### src/rtl/alu_arb_pkg.sv
// Shared types and constants for the two-port ALU arbiter/sequencer.
package alu_arb_pkg;

    localparam int W = 32;

    localparam logic [2:0] OP_AND = 3'b000;
    localparam logic [2:0] OP_OR  = 3'b001;
    localparam logic [2:0] OP_ADD = 3'b010;
    localparam logic [2:0] OP_XOR = 3'b011;
    localparam logic [2:0] OP_NOR = 3'b100;
    localparam logic [2:0] OP_SRL = 3'b101;
    localparam logic [2:0] OP_SUB = 3'b110;
    localparam logic [2:0] OP_SLT = 3'b111;

    typedef enum logic [1:0] {
        IDLE = 2'd0,
        EXEC = 2'd1,
        RESP = 2'd2
    } state_t;

endpackage

### src/rtl/alu_arbiter_if.sv
// One requester's view of the arbiter: request handshake plus held response handshake.
interface alu_req_if;
    import alu_arb_pkg::*;

    logic         req_valid;
    logic         req_ready;
    logic [W-1:0] req_a;
    logic [W-1:0] req_b;
    logic [2:0]   req_op;
    logic         rsp_valid;
    logic         rsp_ready;
    logic [W-1:0] rsp_res;
    logic         rsp_zero;
    logic         rsp_ovf;

    modport master (
        output req_valid, req_a, req_b, req_op, rsp_ready,
        input  req_ready, rsp_valid, rsp_res, rsp_zero, rsp_ovf
    );

    modport slave (
        input  req_valid, req_a, req_b, req_op, rsp_ready,
        output req_ready, rsp_valid, rsp_res, rsp_zero, rsp_ovf
    );

endinterface

### src/rtl/alu_arbiter_rr_arb2.sv
// Two-way round-robin picker: a tie goes to the port that did not win last time.
module rr_arb2 (
    input  logic [1:0] valid,
    input  logic       last_grant,
    output logic       grant_valid,
    output logic       grant_idx
);

    // Pick the granted port from the current request set
    always_comb begin
        grant_valid = |valid;
        case (valid)
            2'b01:   grant_idx = 1'b0;
            2'b10:   grant_idx = 1'b1;
            2'b11:   grant_idx = ~last_grant;
            default: grant_idx = 1'b0;
        endcase
    end

endmodule

### src/rtl/alu_arbiter.sv
// Shares one external combinational ALU between two requesters: round-robin grant,
// registered operands, one execute cycle, then a held response to the owner.
module alu_arbiter
    import alu_arb_pkg::*;
(
    input  logic         clk,
    input  logic         rst_n,
    alu_req_if.slave     port0,
    alu_req_if.slave     port1,
    output logic [W-1:0] alu_a,
    output logic [W-1:0] alu_b,
    output logic [2:0]   alu_op,
    input  logic [W-1:0] alu_res,
    input  logic         alu_zero,
    input  logic         alu_ovf
);

    state_t       state_r;
    logic         last_grant_r;
    logic         owner_r;
    logic [W-1:0] alu_a_r;
    logic [W-1:0] alu_b_r;
    logic [2:0]   alu_op_r;
    logic [1:0]   rsp_valid_r;
    logic [W-1:0] rsp_res_r [2];
    logic [1:0]   rsp_zero_r;
    logic [1:0]   rsp_ovf_r;

    logic [1:0]   req_valid_s;
    logic [1:0]   req_ready_s;
    logic         grant_valid_s;
    logic         grant_idx_s;
    logic         rsp_ready_s;

    assign req_valid_s = {port1.req_valid, port0.req_valid};

    rr_arb2 u_rr_arb2 (
        .valid       (req_valid_s),
        .last_grant  (last_grant_r),
        .grant_valid (grant_valid_s),
        .grant_idx   (grant_idx_s)
    );

    // Ready is offered only in IDLE and only to the granted port; never during reset
    always_comb begin
        req_ready_s = 2'b00;
        if (rst_n && (state_r == IDLE) && grant_valid_s) begin
            req_ready_s[grant_idx_s] = 1'b1;
        end else begin
            req_ready_s = 2'b00;
        end
    end

    // Response acceptance comes from whichever port owns the in-flight operation
    always_comb begin
        rsp_ready_s = owner_r ? port1.rsp_ready : port0.rsp_ready;
    end

    // Sequencer FSM with operand and response registers
    always_ff @(posedge clk or negedge rst_n) begin
        if (!rst_n) begin
            state_r      <= IDLE;
            last_grant_r <= 1'b1;
            owner_r      <= 1'b0;
            alu_a_r      <= {W{1'b0}};
            alu_b_r      <= {W{1'b0}};
            alu_op_r     <= 3'b000;
            rsp_valid_r  <= 2'b00;
            rsp_res_r[0] <= {W{1'b0}};
            rsp_res_r[1] <= {W{1'b0}};
            rsp_zero_r   <= 2'b00;
            rsp_ovf_r    <= 2'b00;
        end else begin
            case (state_r)
                IDLE: begin
                    // A grant in IDLE is always a handshake since ready follows the grant
                    if (grant_valid_s) begin
                        alu_a_r      <= grant_idx_s ? port1.req_a  : port0.req_a;
                        alu_b_r      <= grant_idx_s ? port1.req_b  : port0.req_b;
                        alu_op_r     <= grant_idx_s ? port1.req_op : port0.req_op;
                        owner_r      <= grant_idx_s;
                        last_grant_r <= grant_idx_s;
                        state_r      <= EXEC;
                    end else begin
                        state_r <= IDLE;
                    end
                end
                EXEC: begin
                    rsp_res_r[owner_r]   <= alu_res;
                    rsp_zero_r[owner_r]  <= alu_zero;
                    rsp_ovf_r[owner_r]   <= alu_ovf;
                    rsp_valid_r[owner_r] <= 1'b1;
                    state_r              <= RESP;
                end
                RESP: begin
                    if (rsp_ready_s) begin
                        rsp_valid_r <= 2'b00;
                        state_r     <= IDLE;
                    end else begin
                        state_r <= RESP;
                    end
                end
                default: begin
                    rsp_valid_r <= 2'b00;
                    state_r     <= IDLE;
                end
            endcase
        end
    end

    assign port0.req_ready = req_ready_s[0];
    assign port1.req_ready = req_ready_s[1];
    assign port0.rsp_valid = rsp_valid_r[0];
    assign port1.rsp_valid = rsp_valid_r[1];
    assign port0.rsp_res   = rsp_res_r[0];
    assign port1.rsp_res   = rsp_res_r[1];
    assign port0.rsp_zero  = rsp_zero_r[0];
    assign port1.rsp_zero  = rsp_zero_r[1];
    assign port0.rsp_ovf   = rsp_ovf_r[0];
    assign port1.rsp_ovf   = rsp_ovf_r[1];
    assign alu_a           = alu_a_r;
    assign alu_b           = alu_b_r;
    assign alu_op          = alu_op_r;

endmodule

### src/flat_wrapper.sv
// flat-port wrapper written by rule: the top's interface ports become plain ports
module alu_arbiter_flat import alu_arb_pkg::*;
  (clk, rst_n, alu_a, alu_b, alu_op, alu_res, alu_zero, alu_ovf, port0_req_valid, port0_req_a, port0_req_b, port0_req_op, port0_rsp_ready, port0_req_ready, port0_rsp_valid, port0_rsp_res, port0_rsp_zero, port0_rsp_ovf, port1_req_valid, port1_req_a, port1_req_b, port1_req_op, port1_rsp_ready, port1_req_ready, port1_rsp_valid, port1_rsp_res, port1_rsp_zero, port1_rsp_ovf);
  alu_req_if port0_i ();
  alu_req_if port1_i ();
  input  logic clk;
  input  logic rst_n;
  output logic [W-1:0] alu_a;
  output logic [W-1:0] alu_b;
  output logic [2:0] alu_op;
  input  logic [W-1:0] alu_res;
  input  logic alu_zero;
  input  logic alu_ovf;
  input wire logic [$bits(port0_i.req_valid)-1:0] port0_req_valid;
  input wire logic [$bits(port0_i.req_a)-1:0] port0_req_a;
  input wire logic [$bits(port0_i.req_b)-1:0] port0_req_b;
  input wire logic [$bits(port0_i.req_op)-1:0] port0_req_op;
  input wire logic [$bits(port0_i.rsp_ready)-1:0] port0_rsp_ready;
  output wire logic [$bits(port0_i.req_ready)-1:0] port0_req_ready;
  output wire logic [$bits(port0_i.rsp_valid)-1:0] port0_rsp_valid;
  output wire logic [$bits(port0_i.rsp_res)-1:0] port0_rsp_res;
  output wire logic [$bits(port0_i.rsp_zero)-1:0] port0_rsp_zero;
  output wire logic [$bits(port0_i.rsp_ovf)-1:0] port0_rsp_ovf;
  input wire logic [$bits(port1_i.req_valid)-1:0] port1_req_valid;
  input wire logic [$bits(port1_i.req_a)-1:0] port1_req_a;
  input wire logic [$bits(port1_i.req_b)-1:0] port1_req_b;
  input wire logic [$bits(port1_i.req_op)-1:0] port1_req_op;
  input wire logic [$bits(port1_i.rsp_ready)-1:0] port1_rsp_ready;
  output wire logic [$bits(port1_i.req_ready)-1:0] port1_req_ready;
  output wire logic [$bits(port1_i.rsp_valid)-1:0] port1_rsp_valid;
  output wire logic [$bits(port1_i.rsp_res)-1:0] port1_rsp_res;
  output wire logic [$bits(port1_i.rsp_zero)-1:0] port1_rsp_zero;
  output wire logic [$bits(port1_i.rsp_ovf)-1:0] port1_rsp_ovf;
  assign port0_i.req_valid = port0_req_valid;
  assign port0_i.req_a = port0_req_a;
  assign port0_i.req_b = port0_req_b;
  assign port0_i.req_op = port0_req_op;
  assign port0_i.rsp_ready = port0_rsp_ready;
  assign port0_req_ready = port0_i.req_ready;
  assign port0_rsp_valid = port0_i.rsp_valid;
  assign port0_rsp_res = port0_i.rsp_res;
  assign port0_rsp_zero = port0_i.rsp_zero;
  assign port0_rsp_ovf = port0_i.rsp_ovf;
  assign port1_i.req_valid = port1_req_valid;
  assign port1_i.req_a = port1_req_a;
  assign port1_i.req_b = port1_req_b;
  assign port1_i.req_op = port1_req_op;
  assign port1_i.rsp_ready = port1_rsp_ready;
  assign port1_req_ready = port1_i.req_ready;
  assign port1_rsp_valid = port1_i.rsp_valid;
  assign port1_rsp_res = port1_i.rsp_res;
  assign port1_rsp_zero = port1_i.rsp_zero;
  assign port1_rsp_ovf = port1_i.rsp_ovf;
  alu_arbiter u_core (.clk(clk), .rst_n(rst_n), .port0(port0_i), .port1(port1_i), .alu_a(alu_a), .alu_b(alu_b), .alu_op(alu_op), .alu_res(alu_res), .alu_zero(alu_zero), .alu_ovf(alu_ovf));
endmodule
### config.mk
export PLATFORM = sky130hd
export DESIGN_NAME = alu_arbiter_flat
export DESIGN_NICKNAME = d
export VERILOG_FILES = /design/src/rtl/alu_arb_pkg.sv /design/src/rtl/alu_arbiter_if.sv /design/src/rtl/alu_arbiter_rr_arb2.sv /design/src/rtl/alu_arbiter.sv /design/src/flat_wrapper.sv
export SDC_FILE = /design/constraint.sdc
export NUM_CORES = 1
export LEC_CHECK = 0
export CORE_MARGIN = 5
export CORE_UTILIZATION = 40
export DETAILED_ROUTE_END_ITERATION = 10
export PLACE_DENSITY = 0.89
export SYNTH_ARGS = -nofsm -noshare
export SYNTH_HDL_FRONTEND = slang
export SYNTH_HIERARCHICAL = 1
export SYNTH_SLANG_ARGS = --single-unit
### constraint.sdc
create_clock -name clk -period 1.9 [get_ports clk]
set_input_delay 0.285 -clock clk [delete_from_list [all_inputs] [get_ports clk]]
set_output_delay 0.285 -clock clk [all_outputs]
set_load 0.05 [all_outputs]
==> results of run 1 <==
power breakdown:
| part | leakage, nW | switching [mW] | internal [mW] |
|---|---|---|---|
| Clock | 0.265 | 1.19 | 1.88 |
| Sequential | 1.60 | 0.851 | 4.55 |
| Combinational | 2.93 | 7.87 | 4.37 |
| Total | 4.80 | 9.92 | 10.8 |
final timing paths:
| path | start | depth (start not counted) | to |
|---|---|---|---|
| min in group clk | u_core/port0.rsp_res[0] | 1 | u_core/port0.rsp_res[0] |
| setup / recovery | u_core/port0.rsp_res[31] | 1 | port0_rsp_res[31] |
| hold reg to reg | u_core/port0.rsp_res[0] | 1 | u_core/port0.rsp_res[0] |
| max in group asynchronous | rst_n | 2 | u_core/alu_op[0] |
| hold / removal | rst_n | 2 | u_core/alu_a[4] |
| setup reg to reg | u_core/state_r[1] | 5 | u_core/port0.rsp_res[23] |
per-stage QoR:
stage | cells | hold slack, ns
after floorplan | 461 | -0.01059
after global placement | 945 | 0.4771
after detailed placement | 945 | 0.4912
after CTS | 975 | 0.04355
after global routing | 980 | 0.02224
final | 980 | -0.08076
cell type report:
type	instances	area [µm²]
Antenna cell	1	2.502
Clock buffer	23	478.0
Clock inverter	7	65.06
Fill cell	1061	4487
Inverter	2	7.507
Multi-Input combinational cell	288	2281
Sequential cell	141	3530
Tap cell	184	230.2
Timing Repair Buffer	334	3508
registers in the layout (all words and copies together), names as in the netlist:
register,count
u_core/alu_b,32
u_core/rsp_ovf_r,2
u_core/rsp_valid_r,2
u_core/port1.rsp_res,32
u_core/state_r,2
u_core/last_grant_r,1
u_core/port0.rsp_res,32
u_core/alu_a,32
u_core/owner_r,1
u_core/rsp_zero_r,2
u_core/alu_op,3
synth_stat cells:
| library cell | count | area (µm²) |
|---|---|---|
| dfrtp_1 | 140 | 3503 |
| a21oi_1 | 69 | 345.3 |
| nor2_1 | 68 | 255.2 |
| mux2i_1 | 67 | 670.6 |
| mux2_2 | 38 | 427.9 |
| mux2_4 | 30 | 450.4 |
| buf_2 | 18 | 90.09 |
| clkbuf_1 | 5 | 18.77 |
| buf_4 | 4 | 30.03 |
| buf_6 | 3 | 33.78 |
| inv_1 | 2 | 7.510 |
| nand2_1 | 2 | 7.510 |
| o21ai_0 | 2 | 10.01 |
| o2bb2ai_1 | 2 | 17.52 |
| a211oi_1 | 1 | 7.510 |
| a21boi_1 | 1 | 7.510 |
| a21o_1 | 1 | 7.510 |
| and2_1 | 1 | 6.260 |
| and3_1 | 1 | 6.260 |
| dfstp_2 | 1 | 26.28 |
| nand2_2 | 1 | 6.260 |
| nor2b_1 | 1 | 6.260 |
| nor2b_2 | 1 | 8.760 |
| nor3b_2 | 1 | 12.51 |
| or2_1 | 1 | 6.260 |
layer usage:
layer | vias up | track usage (%) | wire, µm | part of all wire [%]
met2 | 179 | 35.37 | 9527 | 52
met1 | 2337 | 24.07 | 7149 | 39
met5 | - | 0 | 0 | 0
met4 | 0 | 6.971 | 408 | 2.2
li1 | 2257 | - | - | -
met3 | 29 | 8.015 | 1392 | 7.5
logic make-up (layout without fill, tap and decap cells):
family                 after synthesis  in the layout
other                                0              1
muxes                              135            135
AOI/OAI and AO/OA                   76             76
buffers and inverters               32            366
and+or+nand+nor                     77             77
DFF                                141            141
timing repair:
item,in CTS,in global routing
hold endpoints to repair,0,0
endpoints found under the setup margin,37,61
buffers inserted,0,4
gates resized for setup,37,63
pin swaps,0,5
==> summary.md, run 1 <==
| Metric | Value |
|---|---|
| Outcome | complete, but fails checks |
| Violated checks | negative hold slack |
| Drt via density | between 4 and 5 |
| Total Routing Usage GR | 20.80% |
| Global-route wire length before repair | approximately 29000 µm |
| Min Hold Slack | -0.08076 ns |
| Worst endpoint required time | about 1.6 ns |
| Worst rel slew slack | 43.28% |
| Number of synthesized register bits | 141 |
| Portion of netlist area occupied by mux cells | approximately 26% |
| Pin slew with the least headroom to its limit | roughly 0.85 ns |
| Critical path data arrival time | ~1.6 ns |
| Initial standard-cell utilization of the core | a little over 40% |
| TritonCTS clock tree | done |
| Cell with the largest stage delay on the worst path | clkdlybuf4s50_1 |
| Post-Route Skew | roughly 0.0056 ns |
| Routed wire length | roughly 18000 µm |
| Adder-cell share of the synthesized area | 0% |
| Clock Tree Buf Depth | 2 |
| Sequential share of the synthesized area | 59.13% |
| Chip width | approximately 130 µm |
| Number of pins exceeding their max-slew limit in the final report | 0 |
| Net count after synthesis | around 640 |
| Post-route setup slack | roughly 0.047 ns |
| Final GP Congestion | roughly 0.83 |
| Post-synthesis instance area | between 0.005 and 0.006 mm² |
| Distinct cells, synth | 25 |
| Number of port buffers | around 310 |
| Final ANT Viol Nets | 0 |
| Yosys synthesis warning count | 6 |
| Number of antenna violations at the first check in global routing | 1 |
| Post-route setup TNS | 0 ns |
| Number of primary I/O pins | ~310 |
| Synthesized area per cell | approximately 13 µm² |
| Post-synthesis share of cell area spent on xor and xnor gates | 0% |
| H-Tree Level Count | 4 |
| PD cells | about 2000 mW/mm² |
| Clock tree root buffer cell | clkbuf_16 |
| Maximum ir drop on the vdd rail | 0.001126 V |
| Total via count after detailed routing | ~4800 |
| Largest net degree at the start of global routing | roughly 140 |
| Unrepaired setup endpoints after global routing | yes |
| Static leakage | between 4 and 5 nW |
| Number of buffers and inverters on the critical path | 1 |
| Placeable Area | 0.01459 mm² |
| Number of global-route vias before repair | just over 5000 |
| Crit start category | register |
| Final Power | 20.72 mW |
| Final-report hold violation count | 36 |
| Post-synthesis to final-layout area growth | 69.23% |
| Most common library cell in the layout ignoring fill and taps | clkdlybuf4s50_1 |
| Total gr overflow | 0 |
| Post-Synth Simple-Gate Area | under 10% |
| Fraction of layout instances using a drive strength above 1 | 17.61% |
| Clock-pin slew on the worst setup and hold paths | 0.06 ns |
| Setup slack after placement | about 0.027 ns |
| Cells along the critical path | clkdlybuf4s50_1 |
| Slowest Stage Delay on Critical Path | 0.81 ns |
| Routed wirelength normalized by instance count | between 15 and 20 µm |
| Register-to-register path setup slack | around 0.19 ns |
| Cts hold-fix bufs | 0 |
| Fraction of the mapped netlist area in compound gates | ~6.6% |
| Floorplan die area | approximately 0.017 mm² |
| CTS Buf Count | 17 |
| Synthesized instance count | ~460 |
| Final setup vio count | 0 |
| Commonest cells after routing, fill and taps aside | clkdlybuf4s50_1 (199), dfrtp_1 (140), a21oi_1 (69) |
| Latest clock arrival within the worst-skew pair | just over 0.4 ns |
| Peak fanout along the critical path | 2 |
| Post-layout minimum cycle time | roughly 1.9 ns |
| Nets@finish | approximately 960 |
| Min-delay worst type | in -> async |
| Critical path endpoint category | output port |
| Share of the clock period used by the worst path after layout | a little over nine tenths |
| Final design instance area without fill | approximately 0.01 mm² |
| Drt initial violations | between 150 and 200 |
| Type of the worst setup path | reg -> out |
| Cell row count | 44 |
| Post-layout utilization of the core | 69.25% |
| FMAX | approximately 0.54 GHz |
| Post-DP HPWL | around 14000 µm |
| Main combinational cell family by area after synthesis | multiplexers |
| Post-Place Cell Area | around 0.0094 mm² |
| Die span in y | 132.2 µm |
| Count of max-cap constraint violations | 0 |
| First-pass detailed-route iteration total | 4 |
| Cell type group with the largest total delay on the critical path | buffers and inverters |
| Detailed-route DRC error count | 0 |
| Clock sink count | between 100 and 150 |
(Power assumes the default switching activity.)
==> run 2, diff against run 1 <==
Settings changed: HOLD_SLACK_MARGIN set to 0.08.
==> run 2 against run 1 <==
Net effect:
- the flow now finishes without violations
- design area about the same
- sequential cell count stayed put
- core utilization is 0.069 points higher
- first-iteration DRC count grew 5.8%
- clock skew barely moved
- total power barely moved
- setup slack worse by 0.0030 ns
- sequential share of layout area about the same
- sequential power about the same
- maximum frequency fell by 0.16%
- critical endpoint is now alu_a[12]
- largest cell class unchanged
==> summary.md, run 2 (synthesis results as in run 1) <==
| Metric | Value |
|---|---|
| Outcome | complete, no violations |
| Detailed-route DRC error count | 0 |
| Count of cells along the worst hold path | 1 |
| Static leakage | 4.801 nW |
| Total via count after detailed routing | 4804 |
| Share of the clock period used by the worst path after layout | between 90% and 100% |
| Post-DP HPWL | between 10000 and 15000 µm |
| Peak fanout along the critical path | 2 |
| CTS Buf Count | 17 |
| Fraction of layout instances using a drive strength above 1 | about 18% |
| Worst rel slew slack | 45.60% |
| Die span in y | between 100 and 150 µm |
| Largest net degree at the start of global routing | roughly 140 |
| Critical path data arrival time | ~1.6 ns |
| Floorplan die area | around 0.017 mm² |
| Placeable Area | between 0.01 and 0.015 mm² |
| Cell type group with the largest total delay on the critical path | buffers and inverters |
| Post-Route Skew | 0.005753 ns |
| Slowest Stage Delay on Critical Path | slightly above 0.8 ns |
| Final GP Congestion | a little over 0.8 |
| First-pass detailed-route iteration total | 4 |
| Count of max-cap constraint violations | 0 |
| Final Power | just over 20 mW |
| TritonCTS clock tree | done |
| Number of buffers and inverters on the critical path | 1 |
| Number of stages on the worst setup path | 1 |
| Crit start category | register |
| Clock sink count | around 140 |
| Number of antenna violations at the first check in global routing | 1 |
| Number of primary I/O pins | roughly 310 |
| Clock tree root buffer cell | clkbuf_16 |
| Min-delay worst type | reg -> reg |
| Pin slew with the least headroom to its limit | just over 0.8 ns |
| Total gr overflow | 0 |
| Number of port buffers | between 300 and 400 |
| Most common library cell in the layout ignoring fill and taps | clkdlybuf4s50_1 |
| Global-route wire length before repair | 28720 µm |
| Final setup vio count | 0 |
| Count of cells along the worst register-to-register path | 5 |
| Final ANT Viol Nets | 0 |
| Critical path endpoint category | output port |
| Clock-pin slew on the worst setup and hold paths | 0.06 ns |
| Type of the worst setup path | reg -> out |
| Routed wire length | approximately 18000 µm |
| Nets@finish | ~960 |
| Post-layout minimum cycle time | ~1.9 ns |
| Initial standard-cell utilization of the core | about two fifths |
| Drt via density | 4.897 |
| Cells along the critical path | clkdlybuf4s50_1 |
| Chip width | ~130 µm |
| Cell with the largest stage delay on the worst path | clkdlybuf4s50_1 |
| Fill cell total of the finished layout | 1059 |
| Worst endpoint required time | between 1.5 and 2 ns |
| Routed wirelength normalized by instance count | approximately 19 µm |
| PD cells | 2049 mW/mm² |
| Clock Tree Buf Depth | 2 |
| Unrepaired setup endpoints after global routing | yes |
| Maximum ir drop on the vdd rail | between 0.001 and 0.0015 V |
| Cell row count | between 40 and 50 |
| Latest clock arrival within the worst-skew pair | 0.41 ns |
| Post-route setup TNS | 0 ns |
| Total Routing Usage GR | between 20% and 30% |
| Number of pins exceeding their max-slew limit in the final report | 0 |
| Number of global-route vias before repair | ~5000 |
| Final-report hold violation count | 0 |
| Drt initial violations | ~160 |
| Post-synthesis to final-layout area growth | 69.40% |
| H-Tree Level Count | 4 |
| FMAX | 0.5389 GHz |
| Commonest cells after routing, fill and taps aside | clkdlybuf4s50_1 (199), dfrtp_1 (140), a21oi_1 (69) |
run 2: area by class of cell:
type / instances / area [µm²] / share of cell area, %
sequential: 141 / 3530 / 34.90
tap: 184 / 230.2 / 2.277
timing repair buffer: 335 / 3518 / 34.79
multi-input combinational: 288 / 2281 / 22.56
clock inverter: 7 / 65.06 / 0.6434
antenna: 1 / 2.502 / 0.02475
clock buffer: 23 / 478.0 / 4.727
inverter: 2 / 7.507 / 0.07424
run 2: stage by stage:
step / cells / setup slack (ns) / hold slack, ns / util, % / area, µm²
global route: 981 / -0.03837 / 0.5060 / 69.31 / 10110
detailed placement: 945 / 0.02747 / 0.4912 / 64.49 / 9408
CTS: 976 / 0.001362 / 0.4783 / 67.99 / 9920
global placement: 945 / 0.01531 / 0.4771 / 64.49 / 9408
finish: 981 / 0.04437 / 0.4979 / 69.31 / 10110
floorplan: 461 / 0.05930 / -0.01059 / - / 5972
run 2: path summary, 6_finish.rpt:
check | end | slack, ns | startpoint
max | alu_a[12] | 0.04 | u_core/alu_a[12]
min | u_core/port0.rsp_res[0] | 0.50 | u_core/port0.rsp_res[0]
max reg2reg | u_core/port0.rsp_res[23] | 0.19 | u_core/state_r[1]
min reg2reg | u_core/port0.rsp_res[0] | 0.50 | u_core/port0.rsp_res[0]
max in group asynchronous | u_core/alu_op[0] | 0.66 | rst_n
min in group asynchronous | u_core/alu_a[4] | 0.58 | rst_n
run 2: metal layers:
| metal | global-route usage, % | routed length (µm) | up-vias |
|---|---|---|---|
| met5 | 0 | 0 | - |
| met4 | 6.971 | 422 | 0 |
| met3 | 8.015 | 1330 | 31 |
| met2 | 35.40 | 9543 | 176 |
| met1 | 24.12 | 7196 | 2338 |
| li1 | - | - | 2259 |
run 2: power breakdown:
part | internal [mW] | switching [mW]
clock | 1.88 | 1.19
sequential | 4.55 | 0.850
combinational | 4.37 | 7.87
run 2: repair_timing:
item                                    in CTS  in global routing
setup buffers                                0                  4
hold buffers                                 1                  0
gates resized for setup                     37                 63
endpoints found under the setup margin      37                 61
endpoints found under the hold margin      140                  0
pin swaps                                    0                  5
==> run 3, diff against run 2 <==
Settings changed: HOLD_SLACK_MARGIN 0.08 to not set.
==> results of run 3 <==
The final DEF is identical to that of run 1; final timing and power are the same.
